==> src/rtl/kamus_decode_stage.sv <==
// RV32I decode stage: decodes at push time into a DEPTH-entry FIFO; one-cycle push-to-out latency.
// Backpressure: in_ready_o depends only on occupancy and flush_i, never on out_ready_i.
// Optional KAMUS_DECODE_BYPASS_EN: empty-queue pushes appear combinationally on out_o in the same cycle.
package kamus_decode_pkg;

    // Record pc field is a fixed container; narrower PC_WIDTH values are zero-extended into it.
    localparam int PC_MAX_WIDTH = 64;

    typedef enum logic [5:0] {
        INVALID, LUI, AUIPC, JAL, JALR,
        BEQ, BNE, BLT, BGE, BLTU, BGEU,
        LB, LH, LW, LBU, LHU, SB, SH, SW,
        ADD, SUB, SLL, SLT, SLTU, XOR, SRL, SRA, OR, AND,
        FENCE, ECALL, EBREAK, CSRRW, CSRRS, CSRRC
    } operation_e;

    typedef struct packed {
        logic [6:0]              opcode;
        operation_e              operation;
        logic [31:0]             immediate;
        logic                    immediate_used;
        logic [4:0]              rd;
        logic [4:0]              rs1;
        logic [4:0]              rs2;
        logic [PC_MAX_WIDTH-1:0] pc;
        logic                    illegal;
    } instr_decoded_t;

endpackage

module kamus_decode_stage import kamus_decode_pkg::*; #(
    parameter int PC_WIDTH = 32,
    parameter int DEPTH    = 2
) (
    input  logic                         clk_i,
    input  logic                         rst_i,
    input  logic                         flush_i,
    input  logic                         in_valid_i,
    output logic                         in_ready_o,
    input  logic [31:0]                  instr_i,
    input  logic [PC_WIDTH-1:0]          pc_i,
    output logic                         out_valid_o,
    input  logic                         out_ready_i,
    output instr_decoded_t               out_o,
    output logic [$clog2(DEPTH+1)-1:0]   count_o
);

    localparam int PTR_W = $clog2(DEPTH);
    localparam int CNT_W = $clog2(DEPTH+1);

    logic [PTR_W-1:0] wr_ptr_q, wr_ptr_d, rd_ptr_q, rd_ptr_d;
    logic [CNT_W-1:0] count_q, count_d;
    instr_decoded_t   mem_q [DEPTH];

    instr_decoded_t   dec;
    instr_decoded_t   head;
    operation_e       op;
    logic [31:0]      imm;
    logic             imm_used;
    logic [31:0]      imm_i, imm_s, imm_b, imm_u, imm_j;
    logic [2:0]       funct3;
    logic             push, pop, enq, out_vld;

    assign funct3 = instr_i[14:12];
    assign imm_i  = {{20{instr_i[31]}}, instr_i[31:20]};
    assign imm_s  = {{20{instr_i[31]}}, instr_i[31:25], instr_i[11:7]};
    assign imm_b  = {{19{instr_i[31]}}, instr_i[31], instr_i[7], instr_i[30:25], instr_i[11:8], 1'b0};
    assign imm_u  = {instr_i[31:12], 12'b0};
    assign imm_j  = {{11{instr_i[31]}}, instr_i[31], instr_i[19:12], instr_i[20], instr_i[30:21], 1'b0};

    // Full 7-bit opcode match also rejects words whose low two bits are not 2'b11.
    always_comb begin
        op       = INVALID;
        imm      = '0;
        imm_used = 1'b0;
        case (instr_i[6:0])
            7'b0110111: begin op = LUI;   imm = imm_u; imm_used = 1'b1; end
            7'b0010111: begin op = AUIPC; imm = imm_u; imm_used = 1'b1; end
            7'b1101111: begin op = JAL;   imm = imm_j; imm_used = 1'b1; end
            7'b1100111: begin op = JALR;  imm = imm_i; imm_used = 1'b1; end
            7'b1100011: begin
                imm = imm_b; imm_used = 1'b1;
                case (funct3)
                    3'b000:  op = BEQ;
                    3'b001:  op = BNE;
                    3'b100:  op = BLT;
                    3'b101:  op = BGE;
                    3'b110:  op = BLTU;
                    3'b111:  op = BGEU;
                    default: op = INVALID;
                endcase
            end
            7'b0000011: begin
                imm = imm_i; imm_used = 1'b1;
                case (funct3)
                    3'b000:  op = LB;
                    3'b001:  op = LH;
                    3'b010:  op = LW;
                    3'b100:  op = LBU;
                    3'b101:  op = LHU;
                    default: op = INVALID;
                endcase
            end
            7'b0100011: begin
                imm = imm_s; imm_used = 1'b1;
                case (funct3)
                    3'b000:  op = SB;
                    3'b001:  op = SH;
                    3'b010:  op = SW;
                    default: op = INVALID;
                endcase
            end
            7'b0010011, 7'b0110011: begin
                if (!instr_i[5]) begin
                    imm = imm_i; imm_used = 1'b1;
                end
                case (funct3)
                    3'b000:  op = (instr_i[5] && instr_i[30]) ? SUB : ADD;
                    3'b001:  op = (!instr_i[5] && instr_i[25]) ? INVALID : SLL;
                    3'b010:  op = SLT;
                    3'b011:  op = SLTU;
                    3'b100:  op = XOR;
                    3'b101:  op = (!instr_i[5] && instr_i[25]) ? INVALID : (instr_i[30] ? SRA : SRL);
                    3'b110:  op = OR;
                    default: op = AND;
                endcase
            end
            7'b0001111: op = FENCE;
            7'b1110011: begin
                case (funct3)
                    3'b000: begin
                        if (instr_i[31:20] == 12'h000)      op = ECALL;
                        else if (instr_i[31:20] == 12'h001) op = EBREAK;
                        else                                op = INVALID;
                    end
                    3'b100:  op = INVALID;
                    default: begin
                        op       = (funct3[1:0] == 2'b01) ? CSRRW : (funct3[1:0] == 2'b10) ? CSRRS : CSRRC;
                        imm      = {27'b0, instr_i[19:15]};
                        imm_used = instr_i[14];
                    end
                endcase
            end
            default: op = INVALID;
        endcase
        if (op == INVALID) begin
            imm      = '0;
            imm_used = 1'b0;
        end
    end

    always_comb begin
        dec                = '0;
        dec.opcode         = instr_i[6:0];
        dec.operation      = op;
        dec.immediate      = imm;
        dec.immediate_used = imm_used;
        dec.rd             = instr_i[11:7];
        dec.rs1            = instr_i[19:15];
        dec.rs2            = instr_i[24:20];
        dec.pc             = PC_MAX_WIDTH'(pc_i);
        dec.illegal        = (op == INVALID);
    end

    assign in_ready_o = rst_i || ((count_q < CNT_W'(DEPTH)) && !flush_i);
    assign push       = in_valid_i && in_ready_o && !flush_i && !rst_i;
    assign pop        = (count_q != '0) && out_ready_i && !flush_i;

`ifdef KAMUS_DECODE_BYPASS_EN
    logic bypass;
    assign bypass  = (count_q == '0) && push;
    assign out_vld = !rst_i && ((count_q != '0) || bypass);
    assign head    = (count_q == '0) ? dec : mem_q[rd_ptr_q];
    // A bypassed instruction consumed in the same cycle never occupies a slot.
    assign enq     = push && !(bypass && out_ready_i);
`else
    assign out_vld = !rst_i && (count_q != '0);
    assign head    = mem_q[rd_ptr_q];
    assign enq     = push;
`endif

    assign out_valid_o = out_vld;
    assign out_o       = out_vld ? head : '0;
    assign count_o     = count_q;

    always_comb begin
        wr_ptr_d = wr_ptr_q;
        rd_ptr_d = rd_ptr_q;
        count_d  = count_q;
        if (flush_i) begin
            wr_ptr_d = '0;
            rd_ptr_d = '0;
            count_d  = '0;
        end else begin
            if (enq) wr_ptr_d = wr_ptr_q + PTR_W'(1);
            if (pop) rd_ptr_d = rd_ptr_q + PTR_W'(1);
            case ({enq, pop})
                2'b10:   count_d = count_q + CNT_W'(1);
                2'b01:   count_d = count_q - CNT_W'(1);
                default: count_d = count_q;
            endcase
        end
    end

    always_ff @(posedge clk_i or posedge rst_i) begin
        if (rst_i) begin
            wr_ptr_q <= '0;
            rd_ptr_q <= '0;
            count_q  <= '0;
        end else begin
            wr_ptr_q <= wr_ptr_d;
            rd_ptr_q <= rd_ptr_d;
            count_q  <= count_d;
        end
    end

    always_ff @(posedge clk_i) begin
        if (enq) mem_q[wr_ptr_q] <= dec;
    end

endmodule

==> config.mk <==
export PLATFORM = sky130hd
export DESIGN_NAME = kamus_decode_stage
export DESIGN_NICKNAME = d
export VERILOG_FILES = /design/src/rtl/kamus_decode_stage.sv
export SDC_FILE = /design/constraint.sdc
export NUM_CORES = 1
export LEC_CHECK = 0
export ABC_CLOCK_PERIOD_IN_PS = 15930
export CORE_AREA = 2 2 103 204
export DETAILED_ROUTE_END_ITERATION = 8
export DIE_AREA = 0 0 105 206
export PLACE_DENSITY = 0.71
export RECOVER_POWER = 50
export SKIP_CTS_REPAIR_TIMING = 1
export SLEW_MARGIN = 10
export SYNTH_ARGS = -nofsm -noshare
export SYNTH_HDL_FRONTEND = slang
export SYNTH_SLANG_ARGS = --single-unit
==> constraint.sdc <==
create_clock -name clk_i -period 15.93 [get_ports clk_i]
set_input_delay 3.9825 -clock clk_i [delete_from_list [all_inputs] [get_ports clk_i]]
set_output_delay 3.9825 -clock clk_i [all_outputs]
set_load 0.01 [all_outputs]
==> results_dict.tcl <==
set metrics [dict create \
    fin_util_pct 55.23 \
    wl_per_cell_um 18.40 \
    seq_area_frac_synth_pct 64.70 \
    cp_cell_sequence "dlygate4sd3_1 -> inv_1 -> o21ai_4 -> buf_4 -> nor2_1 -> clkdlybuf4s50_1" \
    violations "capacitance limit, slew limit" \
    grt_max_degree 74 \
    die_h_um 206 \
    timing.final.crit_share_pct 65.38 \
    portBuffers 166 \
    place_ws_ps 5591 \
    place_inst 1069 \
    cp_max_fo 66 \
    p_total_mw 1.076 \
    synth_edf_count 188 \
    hold_path_startpoint "wr_ptr_q$_DFFE_PP0P_" \
    drt_pass1_iterations 5 \
    design.core.area_sq_um 20180 \
    fin_tns_setup_ps 0 \
    initial_core_util_pct 43.99 \
    holdCritPathClass "flip-flop to flip-flop" \
    layout-drive-gt1-share_pct 8.043 \
    cts_made_buffers 17 \
    layout_commonest_cell "edfxtp_1" \
    maxSlewHeadroom_pct -181.6 \
    clockRootBuffer "clkbuf_16" \
    grt_pass1_vias 5645 \
    grt_overflow 0 \
    critPathArrivalTime_ps 6430 \
    yosysWarnings 0 \
    timing.rr.start "count_o[1]$_DFFE_PP0P_" \
    max-clock-path-buffers 2 \
    slew_viol_final 147 \
    die_area_sq_um 21630 \
    setup_ws_ps 5516 \
    critPathKind "input port to output port" \
    vias 5794 \
    critPathMaxStageDelay_ps 670 \
    async_flop_share_pct 2.083 \
    grtUsageTotal_pct 18.40 \
    drt-initial-drc-count 300 \
    fin_area_sq_um 11150 \
    avgSynthCellArea_sq_um 13.19 \
    cp-startpoint "rst_i" \
    syn_inst 673 \
    routed_wl_um 20230 \
    grt_pass1_wl_um 30270 \
    fin_worst_skew_ps 5.895 \
    layout.cells.non_filler 1099 \
    antenna_found_initial 0 \
    finalCriticalPeriod_ps 10410 \
    fin_nets 895 \
    yosys_register_bits 192 \
    crit_slowest_cell "buf_4" \
    required_ps 11950 \
    holdWs_ps 581.4 \
    dpl-instance-area_sq_um 10640 \
    hold_viol 0 \
    final-setup-viol-count 0 \
    ys_types 58 \
    viasPerCell 5.272 \
    critPathLaunchType "input port" \
    layout_common_cells "188 x edfxtp_1, 113 x nor2_1, 108 x clkdlybuf4s50_1" \
    std_cell_rows 74 \
    crit_path_end_kind "output port" \
    ys.flop_type "edfxtp_1" \
    cts.sinks 192 \
    fill_cells 1759 \
    die_w_um 105 \
    clk_pin_slew_ps 60 \
    rsz0062_at_grt "no" \
    syn_to_final_growth_pct 25.53 \
    worst-path-buf-inv 4 \
    cpLargestDelayFamily "buffers and inverters" \
    powerDensity_nw_per_um2 96.54 \
    ant_nets 0 \
    gp_congestion 0.8597 \
    peakVddDrop_v 0.00006644 \
    drcViolationCount 0 \
    clkLatencyLatePin_ps 430 \
    cts_tree "built" \
    h-tree-depth 4 \
    maxCapViolCount 2 \
    netlist_area_sq_um 8880 \
    status "finished, violations left" \
    pin_count 199 \
    dp_hpwl_um 13710 \
    max_clock_freq_mhz 96.02 \
    power.leakage_nw 3.499 \
    worst_slew_pin_slew_ps 4224 \
    n_antenna_cell 0 \
]
tightest hold or removal path: stages, from the launching register on:
cell and delay, ps:
dfrtp_1 380, xnor2_1 130, nor2_1 40
final timing paths:
path,endpoint,slack (ps),cells after the start
hold / removal,wr_ptr_q$_DFFE_PP0P_,580,2
max in group asynchronous,rd_ptr_q$_DFFE_PP0P_,11750,2
setup / recovery,out_o[81],5520,6
min in group asynchronous,rd_ptr_q$_DFFE_PP0P_,3950,2
hold reg to reg,wr_ptr_q$_DFFE_PP0P_,580,2
setup reg to reg,mem_q[0][81]$_DFFE_PP_,10930,3
final cells by class:
class	count	area, sq um	share of cell area [%]
inverter	10	37.54	0.3367
multi-input combinational	426	2771	24.86
sequential	192	5749	51.58
clock buffer	19	432.9	3.884
tap	266	332.8	2.986
clock inverter	11	116.4	1.044
timing repair buffer	175	1707	15.31
where the power goes:
group / switching [mW] / internal (mW)
Clock: 0.175 / 0.228
Combinational: 0.0576 / 0.0441
Sequential: 0.00679 / 0.565
Total: 0.239 / 0.837
cell families (layout without fill, tap and decap cells):
family                     after synthesis  after routing  share of synthesized area, %
adders and majority gates                4              4                        0.5636
DFF                                    192            192                         64.70
buffers and inverters                   86            215                         5.481
AOI/OAI and AO/OA                      117            117                         9.032
and+or+nand+nor                        176            176                         9.272
muxes                                   95             95                         10.71
xor gates and xnor gates                 2              2                        0.1973
other                                    1             32                       0.04223
cell usage after synthesis (all sizes together) (2+ instances only):
| library cell | n | area, sq um |
|---|---|---|
| edfxtp | 188 | 5645 |
| nor2 | 113 | 424.2 |
| mux2i | 95 | 950.9 |
| a21oi | 74 | 483.0 |
| buf | 48 | 337.8 |
| clkbuf | 27 | 101.4 |
| nand2 | 19 | 71.32 |
| o21ai | 12 | 60.05 |
| inv | 9 | 33.78 |
| nand2b | 9 | 56.30 |
| a22o | 7 | 61.31 |
| nor3 | 6 | 30.03 |
| a211oi | 4 | 30.03 |
| dfrtp | 4 | 100.1 |
| ha | 4 | 50.05 |
| nor4 | 4 | 40.04 |
| and2 | 3 | 18.77 |
| and3b | 3 | 30.03 |
| nor2b | 3 | 18.77 |
| o31ai | 3 | 22.52 |
| or3 | 3 | 18.77 |
| or4 | 3 | 26.27 |
| a311oi | 2 | 17.52 |
| a32o | 2 | 20.02 |
| a41oi | 2 | 17.52 |
| nand3 | 2 | 10.01 |
| o211ai | 2 | 15.01 |
per-layer routing:
layer	part of all wire [%]	wire length (um)	up-vias	track usage, %
met5	0	0	-	0
met4	2.0	399	0	6.381
met3	6.6	1332	29	4.983
met2	50	10190	241	30.75
met1	41	8304	2811	23.05
li1	-	-	2713	-
sequential cells by signal, indices dropped and copies added, names as in the netlist:
name	count
wr_ptr_q	1
rd_ptr_q	1
mem_q	188
count_o	2
(Power assumes the default switching activity.)
